### config.mk
export PLATFORM = sky130hd
export DESIGN_NAME = prng_lfsr128_ctrl
export DESIGN_NICKNAME = d
export VERILOG_FILES = /design/src/rtl/prng_lfsr128_ctrl.sv
export SDC_FILE = /design/constraint.sdc
export NUM_CORES = 1
export LEC_CHECK = 0
export ABC_AREA = 1
export CAP_MARGIN = 30
export CORE_ASPECT_RATIO = 1.75
export CORE_MARGIN = 4
export CORE_UTILIZATION = 54
export DETAILED_ROUTE_END_ITERATION = 8
export GPL_TIMING_DRIVEN = 0
export PLACE_DENSITY = 0.81
export SETUP_SLACK_MARGIN = 0.1
export SKIP_LAST_GASP = 1
export SLEW_MARGIN = 10
export SYNTH_ARGS = -nofsm -noshare
export SYNTH_HDL_FRONTEND = slang
export SYNTH_SLANG_ARGS = --single-unit
### constraint.sdc
create_clock -name clk_i -period 2.25 [get_ports clk_i]
set_clock_uncertainty 0.15 [all_clocks]
set_input_delay 0.45 -clock clk_i [delete_from_list [all_inputs] [get_ports clk_i]]
set_output_delay 0.45 -clock clk_i [all_outputs]
set_load 0.05 [all_outputs]
### src/rtl/prng_lfsr128_ctrl.sv
`default_nettype none
// ============================================================================
//  Module   : prng_lfsr128_ctrl
//  Purpose  : Owns the 128-bit XNOR maximal-length LFSR that supplies mask
//             randomness to the masked Clyde datapath. Accepts seeds and
//             rejects the all-ones lock-up value. Runs a post-seed warm-up,
//             then serves one word per handshake to a single consumer, and
//             raises a reseed request once the output budget is spent.
//  Revision : 1.0 - initial release
// ----------------------------------------------------------------------------
//  Parameters
//    UNROLL       : LFSR stages per advance step (1..128)
//    WARMUP       : advance steps discarded after each accepted seed (0 = none)
//    RND_W        : output word width, must not exceed UNROLL
//    RESEED_AFTER : words served before a reseed is required (0 = unlimited)
//  Ports
//    clk_i          in   system clock, rising edge
//    rst_ni         in   asynchronous active-low reset
//    seed_valid_i   in   one-cycle seed strobe
//    seed_data_i    in   128-bit seed value
//    seed_err_o     out  one-cycle pulse: all-ones seed rejected
//    rnd_valid_o    out  rnd_data_o holds a fresh word
//    rnd_ready_i    in   consumer accepts the word
//    rnd_data_o     out  randomness word (low RND_W bits of the LFSR state)
//    seeded_o       out  a valid seed has been accepted since reset
//    reseed_req_o   out  output budget exhausted (level)
// ============================================================================
module prng_lfsr128_ctrl #(
    parameter int UNROLL       = 32,
    parameter int WARMUP       = 8,
    parameter int RND_W        = 32,
    parameter int RESEED_AFTER = 0
) (
    input  logic             clk_i,
    input  logic             rst_ni,
    input  logic             seed_valid_i,
    input  logic [127:0]     seed_data_i,
    output logic             seed_err_o,
    output logic             rnd_valid_o,
    input  logic             rnd_ready_i,
    output logic [RND_W-1:0] rnd_data_o,
    output logic             seeded_o,
    output logic             reseed_req_o
);

    // Counter widths never drop below one bit so WARMUP=0 / RESEED_AFTER=0
    // still elaborate cleanly.
    localparam int WC_W  = (WARMUP > 0)       ? $clog2(WARMUP + 1)       : 1;
    localparam int CNT_W = (RESEED_AFTER > 0) ? $clog2(RESEED_AFTER + 1) : 1;

    localparam logic [WC_W-1:0]  WARM_INIT = WC_W'(WARMUP);
    localparam logic [WC_W-1:0]  WARM_LAST = WC_W'(1);
    localparam logic [CNT_W-1:0] BUDGET    = CNT_W'(RESEED_AFTER);
    localparam logic [127:0]     LOCKUP    = {128{1'b1}};

    localparam logic [1:0] S_IDLE   = 2'd0;
    localparam logic [1:0] S_WARMUP = 2'd1;
    localparam logic [1:0] S_RUN    = 2'd2;
    localparam logic [1:0] S_EXH    = 2'd3;

    logic [127:0]     state_q,    state_d;
    logic [1:0]       fsm_q,      fsm_d;
    logic [WC_W-1:0]  warm_cnt_q, warm_cnt_d;
    logic [CNT_W-1:0] out_cnt_q,  out_cnt_d;
    logic             seed_err_q, seed_err_d;
    logic             seeded_q,   seeded_d;

    logic [127:0]     w_adv_state;
    logic [CNT_W-1:0] w_out_cnt_inc;
    logic             w_seed_ok;
    logic             w_fire;

    // UNROLL chained XNOR stages; each stage shifts left and feeds the
    // inverted parity of taps 127/125/100/98 into bit 0.
    always_comb begin
        w_adv_state = state_q;
        for (int i = 0; i < UNROLL; i++) begin
            w_adv_state = {w_adv_state[126:0],
                           ~(w_adv_state[127] ^ w_adv_state[125] ^
                             w_adv_state[100] ^ w_adv_state[98])};
        end
    end

    assign w_seed_ok     = seed_valid_i & (seed_data_i != LOCKUP);
    assign w_fire        = (fsm_q == S_RUN) & rnd_ready_i;
    assign w_out_cnt_inc = out_cnt_q + CNT_W'(1);

    always_comb begin
        state_d    = state_q;
        fsm_d      = fsm_q;
        warm_cnt_d = warm_cnt_q;
        out_cnt_d  = out_cnt_q;
        seed_err_d = seed_valid_i & ~w_seed_ok;
        seeded_d   = seeded_q | w_seed_ok;

        if (w_seed_ok) begin
            // A seed overrides any concurrent advance, including a fire in
            // the same cycle (that word still counts as delivered).
            state_d    = seed_data_i;
            warm_cnt_d = WARM_INIT;
            out_cnt_d  = '0;
            fsm_d      = (WARMUP == 0) ? S_RUN : S_WARMUP;
        end else begin
            case (fsm_q)
                S_WARMUP: begin
                    state_d    = w_adv_state;
                    warm_cnt_d = warm_cnt_q - WARM_LAST;
                    if (warm_cnt_q == WARM_LAST) begin
                        fsm_d = S_RUN;
                    end
                end
                S_RUN: begin
                    if (w_fire) begin
                        state_d = w_adv_state;
                        // The counter only moves while a budget is enforced,
                        // so it can never wrap.
                        if (RESEED_AFTER != 0) begin
                            out_cnt_d = w_out_cnt_inc;
                            if (w_out_cnt_inc == BUDGET) begin
                                fsm_d = S_EXH;
                            end
                        end
                    end
                end
                S_IDLE, S_EXH: begin
                    fsm_d = fsm_q;
                end
                default: begin
                    fsm_d = S_IDLE;
                end
            endcase
        end
    end

    always_ff @(posedge clk_i or negedge rst_ni) begin
        if (!rst_ni) begin
            state_q    <= '0;
            fsm_q      <= S_IDLE;
            warm_cnt_q <= '0;
            out_cnt_q  <= '0;
            seed_err_q <= 1'b0;
            seeded_q   <= 1'b0;
        end else begin
            state_q    <= state_d;
            fsm_q      <= fsm_d;
            warm_cnt_q <= warm_cnt_d;
            out_cnt_q  <= out_cnt_d;
            seed_err_q <= seed_err_d;
            seeded_q   <= seeded_d;
        end
    end

    // Status outputs decode the FSM register directly; no combinational path
    // from inputs.
    assign rnd_valid_o  = (fsm_q == S_RUN);
    assign reseed_req_o = (fsm_q == S_EXH);
    assign rnd_data_o   = state_q[RND_W-1:0];
    assign seed_err_o   = seed_err_q;
    assign seeded_o     = seeded_q;

endmodule
`default_nettype wire

==> out/qor.txt, run 1 <==
Wire length on met1 = 12100 um
Core Region = 17600 um2
Synth top area cells = dfrtp_1, nand2_1, nand3_1, inv_1, xnor2_1
Number of antenna violations at the first check in global routing = 0
Clock sinks = 136
Crit path launch = seed_data_i[127]
Post-Synth XOR/XNOR Area = 5.48%
Final Hold Viols = 0
Peak supply drop = 0.564 mV
Initial DRT Pass Iterations = 5
Syn Area/Cell = 6.27 um2
Slew @ Worst Pin = 0.758 ns
Nets@finish = 1897
Remaining Overflow, GRT = 0
First-pass GRT wire length = 50500 um
Total track usage = 32.7%
Max-slew headroom = 49.5%
Final HPWL DP = 25300 um
Vias per cell = 5.33
Fin. max-slew vios = 0
Worst-skew pair later-pin latency = 0.43 ns
Reg2reg start = fsm_q[0]$_DFFE_PN0P_
Filler instances = 1411
Layout cells sized above 1 = 11.7%
Post-route DRC violation count = 0
Largest net degree at the start of global routing = 87
Wire per inst = 17.3 um
Post-synthesis net count = 1691
Synth Instances = 1557
Fin crit period = 2.13 ns
Tightest Hold Check Type = primary input to register
FF-to-FF path depth = 11
Final ANT Viol Nets = 0
Critical Path RT = 2.42 ns
Post-Synth Adder-Cell Area = 0.256%
Placer Congestion = 0.998
Max H-tree Level = 4
Root buf cell = clkbuf_16
Hold endpoint = state_q[12]$_DFFE_PN0P_
Arrival time at the worst endpoint = 2.29 ns
FF-to-FF End = state_q[95]$_DFFE_PN0P_
FF-to-FF setup slack = 0.17 ns
# rows = 64
DR WL met3 = 2540 um
Number of CTS-inserted buffers = 17
Reg clk slew, reported paths = 0.06 ns
# setup viols final = 0
P&R area growth vs syn = 35.0%
Yosys warns = 0
Clock Tree Buf Depth = 2
PortBufs = 166
Vias = 10700
Lkg Pwr = 8.13 nW
Final Util = 74.8%
Max-cap viol count = 0
Synth Area in Simple Gates = 41.3%
Tcrit/Tclk final = 94.6%
Fmax = 470 MHz
Setup CP Type = primary input to register
Die ar. = 20400 um2
Startpoint Class = primary input
Vias in the first global route = 10100
Die span in y = 186 um
Synth Register Bits = 136
1st-iter DRT viols = 970
CP Capture Type = register
CP Max Fanout = 5
Die W = 110 um
DP Area = 11700 um2
Synth Area in Compound Gates = 0.769%
I/O Pins = 168
PwrDens = 1010 nW/um2
Mux cell area share after synthesis = 0%
Fin cells = 2008
Post-route cell area = 13200 um2
Status = completed
Distinct cell type count after synthesis = 22
CTS tree = yes
Hold path cells = 5
Synthesized area = 9760 um2
Final wirelength = 34700 um
Placed cell count = 1955
Seq/Total Area, Yosys = 34.9%
Synth area leader = dfrtp_1
Synth top area share = 34.9%
Initial core utilization = 55.4%
RSZ-0062 raised after global routing = no
DR top layer = met4
Largest family of logic cells by synthesized area = simple AND/OR/NAND/NOR gates
Met2 WL = 17700 um
Hold_sp = seed_data_i[12]
[sequential cells by signal, summed over array words and instances (netlist names)]
signal      cells
state_q       128
warm_cnt_q      4
fsm_q           2
seed_err_o      1
seeded_o        1
[through the flow]
| stage | setup slack (ns) | hold WS [ns] | TNS (ns) | total power, mW |
|---|---|---|---|---|
| detailed placement | -0.874 | 0.245 | -97.02 | 10.2 |
| global route | 0.0524 | 0.262 | 0 | 14.2 |
| floorplan | 0.310 | 0.00441 | 0 | 8.28 |
| CTS | 0.0261 | 0.327 | 0 | 13.1 |
| finish | 0.122 | 0.230 | 0 | 13.3 |
| global placement | -5.12 | 0.300 | -792.73 | 10.1 |
[per-layer routing]
metal  GRT usage (%)  up-vias
met3            4.44      153
li1                -     5047
met2            57.9      559
met5               0        -
met4            17.8        0
met1            37.5     4945
[worst max path at each step]
stage	to	slack, ns	depth (start not counted)
4_1_cts	state_q[65]$_DFFE_PN0P_	0.03	15
3_5_place_dp	state_q[72]$_DFFE_PN0P_	-0.87	14
6_report	state_q[74]$_DFFE_PN0P_	0.12	15
5_1_grt	state_q[44]$_DFFE_PN0P_	0.05	15
2_1_floorplan	state_q[32]$_DFFE_PN0P_	0.31	10
3_3_place_gp	state_q[30]$_DFFE_PN0P_	-5.12	1
[synth_stat cells]
library cell / count
buf_2: 41
dfrtp_1: 136
nand3b_1: 1
or2_1: 1
o21ai_1: 2
buf_4: 48
ha_1: 2
buf_1: 5
nand2_2: 1
nand2_1: 597
nand3_1: 283
o21ai_0: 7
inv_2: 1
clkbuf_1: 20
xor2_1: 3
xnor2_1: 58
a21oi_1: 6
or2_2: 26
buf_6: 2
nor4_1: 2
inv_1: 267
nor2_1: 48
[power by group]
part           internal (mW)  total [mW]  switching, mW
Sequential              3.17        3.77          0.596
Combinational           2.48        6.58           4.10
Clock                   1.87        2.95           1.09
[final cells by class]
cell class | count | area, um2 | share of cell area (%)
antenna | 1 | 2.50 | 0.0190
sequential | 136 | 3400 | 25.8
buffer | 115 | 906 | 6.88
timing repair buffer | 188 | 2180 | 16.6
clock inverter | 6 | 113 | 0.855
multi-input combinational | 1037 | 4770 | 36.2
tap | 231 | 289 | 2.19
inverter | 268 | 1010 | 7.64
clock buffer | 26 | 499 | 3.79
[logic make-up after synthesis]
group	after synthesis
adder cells (fa/ha/maj)	2
XOR/XNOR	61
flip-flops	136
AND/OR/NAND/NOR	959
AO/OA/AOI/OAI	15
buffers and inverters	384
[cell usage in the layout (no fill, tap or decap), types with 5 or more instances in the layout]
master and n:
buf_16 5, buf_2 25, buf_8 14, nand2_2 13, clkbuf_4 8, inv_1 267, dfrtp_1 136, clkbuf_1 17
buf_1 5, or2_2 26, buf_4 35, nand2_1 584, clkdlybuf4s15_1 6, o21ai_0 7, clkbuf_2 5, clkbuf_16 27
a21oi_1 6, clkbuf_8 6, nor2_2 13, buf_6 14, dlymetal6s2s_1 68, xnor2_1 58, dlygate4sd2_1 89, nor2_1 33
nand3_1 280
[worst max-delay path, stage by stage]
cell and delay, ns:
clkdlybuf4s15_1 0.27, nand2_1 0.10, nor2_2 0.14, nand2_1 0.09, nor2_1 0.09, nand2_1 0.09, nor2_1 0.12, nand2_2 0.11
nand2_4 0.14, buf_12 0.15, clkbuf_16 0.17, clkbuf_16 0.14, nand3_1 0.06, nand2_1 0.09, inv_1 0.05
[timing repair]
item,in CTS,in global routing
hold endpoints to repair,50,0
setup endpoints to repair,170,137
hold buffers,1,0
setup buffers,6,0
resized for setup,174,111
pin swaps,38,45
cloned,3,11
(Power assumes the default switching activity.)
==> run 2, diff against run 1 <==
--- a/config.mk
+++ b/config.mk
@@ -14,6 +14,7 @@
 export GPL_TIMING_DRIVEN = 0
 export PLACE_DENSITY = 0.81
 export SETUP_SLACK_MARGIN = 0.1
+export SKIP_CTS_REPAIR_TIMING = 1
 export SKIP_LAST_GASP = 1
 export SLEW_MARGIN = 10
 export SYNTH_ARGS = -nofsm -noshare
==> out/qor.txt, run 2 (synthesized netlist as in run 1, its figures left out) <==
Layout cells sized above 1 = 12.1% (+0.43 points)
Status = completed
Post-route DRC violation count = 0 (unchanged)
Most frequent cells in the layout = nand2_1, nand3_1, inv_1
Number of antenna violations at the first check in global routing = 0 (unchanged)
Largest register FFs = 128 (unchanged)
P&R area growth vs syn = 38.0%
Critical Path RT = 2.42 ns (about the same)
Antenna diodes = 0 (-1)
Most common cell after layout, fill and taps aside = nand2_1
Remaining Overflow, GRT = 0 (unchanged)
Total track usage = 32.2% (-0.50 points)
Internal power = 7.68 mW (+2.1%)
Final Hold Viols = 0 (unchanged)
Pwr Total = 13.5 mW (+1.8%)
Setup slack after placement = -0.874 ns (unchanged)
Clock power share = 22.0% (-0.2 points)
Reg2reg start = fsm_q[0]$_DFFE_PN0P_
Die W = 110 um (unchanged)
Initial core utilization = 55.4% (unchanged)
Final Util = 76.5% (+1.7 points)
FF-to-FF setup slack = 0.17 ns (about the same)
Tcrit/Tclk final = 92.3% (-2.3 points)
1st-iter DRT viols = 803 (-17%)
Worst-skew pair later-pin latency = 0.43 ns (about the same)
Reg clk slew, reported paths = 0.06 ns (about the same)
I/O Pins = 168 (unchanged)
Final ANT Viol Nets = 0 (unchanged)
Max-cap viol count = 0 (unchanged)
FF-to-FF End = state_q[23]$_DFFE_PN0P_
CTS tree = yes
Final wirelength = 35700 um (+2.8%)
Clock Tree Buf Depth = 2 (unchanged)
Wire per inst = 17.8 um (+3.2%)
Seq pwr share = 27.9% (-0.4 points)
Startpoint Class = register
Hold_sp = seed_data_i[99]
Vias = 10700 (-0.27%)
Max H-tree Level = 4 (unchanged)
Core Region = 17600 um2 (unchanged)
Comb power frac = 50.1% (+0.6 points)
First-pass GRT wire length = 49800 um (-1.3%)
Tightest Hold Check Type = primary input to register
Die span in y = 186 um (unchanged)
Hold endpoint = state_q[99]$_DFFE_PN0P_
Peak supply drop = 0.563 mV (-0.22%)
Setup CP Type = register to register
Regs by FF count = state_q (128), warm_cnt_q (4), fsm_q (2)
Biggest register = state_q
Vias per cell = 5.33 (about the same)
Fin cells = 2001 (-0.35%)
Number of CTS-inserted buffers = 17 (unchanged)
CP Capture Type = register
Die ar. = 20400 um2 (unchanged)
Vias in the first global route = 9942 (-2.0%)
Placed cell count = 1955 (unchanged)
# setup viols final = 0 (unchanged)
Worst setup margin = 0.173 ns (+0.0515 ns)
PortBufs = 166 (unchanged)
Placer Congestion = 0.998 (unchanged)
PwrDens = 1010 nW/um2 (-0.50%)
Net Sw Power = 5.86 mW (+1.3%)
Clock sinks = 136 (unchanged)
Nets@finish = 1891 (-0.32%)
Initial DRT Pass Iterations = 5 (unchanged)
Switching Share = 43.3% (-0.18 points)
RSZ-0062 raised after global routing = no
CP Max Fanout = 10 (+5)
Hold path cells = 5 (unchanged)
Total Neg Setup Slack = 0 ns (unchanged)
Root buf cell = clkbuf_16
FF-to-FF path depth = 10 (-1)
Fin. max-slew vios = 0 (unchanged)
Lkg Pwr = 8.90 nW (+9.4%)
Fin crit period = 2.08 ns (-0.0515 ns)
Fmax = 482 MHz (+2.5%)
Largest net degree at the start of global routing = 87 (unchanged)
Max-slew headroom = 58.3% (+8.9 points)
# rows = 64 (unchanged)
Arrival time at the worst endpoint = 2.25 ns (-0.04 ns)
Final HPWL DP = 25300 um (unchanged)
Slew @ Worst Pin = 0.625 ns (-0.133 ns)
[run 2: per-stage QoR]
stage / hold slack, ns / instance area (um2)
floorplan: 0.00441 / 9760
finish: 0.227 / 13500
global route: 0.261 / 13500
detailed placement: 0.245 / 11700
CTS: -0.194 / 12400
global placement: 0.300 / 11700
[run 2: how the worst max path moves through the flow]
stage,from,endpoint,depth (start not counted)
2_1_floorplan,fsm_q[0]$_DFFE_PN0P_,state_q[32]$_DFFE_PN0P_,10
3_3_place_gp,rst_ni,state_q[30]$_DFFE_PN0P_,1
3_5_place_dp,seed_data_i[127],state_q[72]$_DFFE_PN0P_,14
4_1_cts,seed_data_i[127],state_q[75]$_DFFE_PN0P_,14
5_1_grt,fsm_q[0]$_DFFE_PN0P_,state_q[23]$_DFFE_PN0P_,10
6_report,fsm_q[0]$_DFFE_PN0P_,state_q[23]$_DFFE_PN0P_,10
[run 2: critical path, stage by stage, from the launching register on]
cell      delay, ns
dfrtp_1        0.40
inv_1          0.09
nor2_2         0.06
inv_1          0.12
nand2_2        0.15
inv_2          0.16
clkbuf_4       0.26
buf_2          0.29
nand3_1        0.13
nand2_1        0.10
inv_1          0.05
[run 2: cell type report]
type | count | area [um2]
clock inverter | 6 | 113
fill | 1303 | 4150
sequential | 136 | 3400
clock buffer | 26 | 499
buffer | 115 | 926
inverter | 268 | 1010
multi-input combinational | 1037 | 4810
timing repair buffer | 182 | 2420
tap | 231 | 289
[run 2: power groups by stage]
stage | registers (mW) | clock network (mW) | logic [mW]
6_report | 3.78 | 2.97 | 6.78
2_1_floorplan | 3.61 | 0 | 4.68
3_3_place_gp | 3.76 | 0 | 6.32
3_5_place_dp | 3.77 | 0 | 6.44
4_1_cts | 3.74 | 2.96 | 6.49
5_1_grt | 3.83 | 3.09 | 7.45
[run 2: routing by layer]
layer | share of wire (%) | GRT usage [%]
met2 | 51 | 56.7
met4 | 6.7 | 18.2
met1 | 35 | 36.8
met3 | 7.0 | 4.62
met5 | 0 | 0
==> run 3, diff against run 2 <==
--- a/config.mk
+++ b/config.mk
@@ -10,6 +10,7 @@
 export CORE_ASPECT_RATIO = 1.75
 export CORE_MARGIN = 4
 export CORE_UTILIZATION = 54
+export CTS_CLUSTER_SIZE = 14
 export DETAILED_ROUTE_END_ITERATION = 8
 export GPL_TIMING_DRIVEN = 0
 export PLACE_DENSITY = 0.81
==> results of run 3 <==
Same layout as run 2: the final DEF is identical, and so are final timing and power.
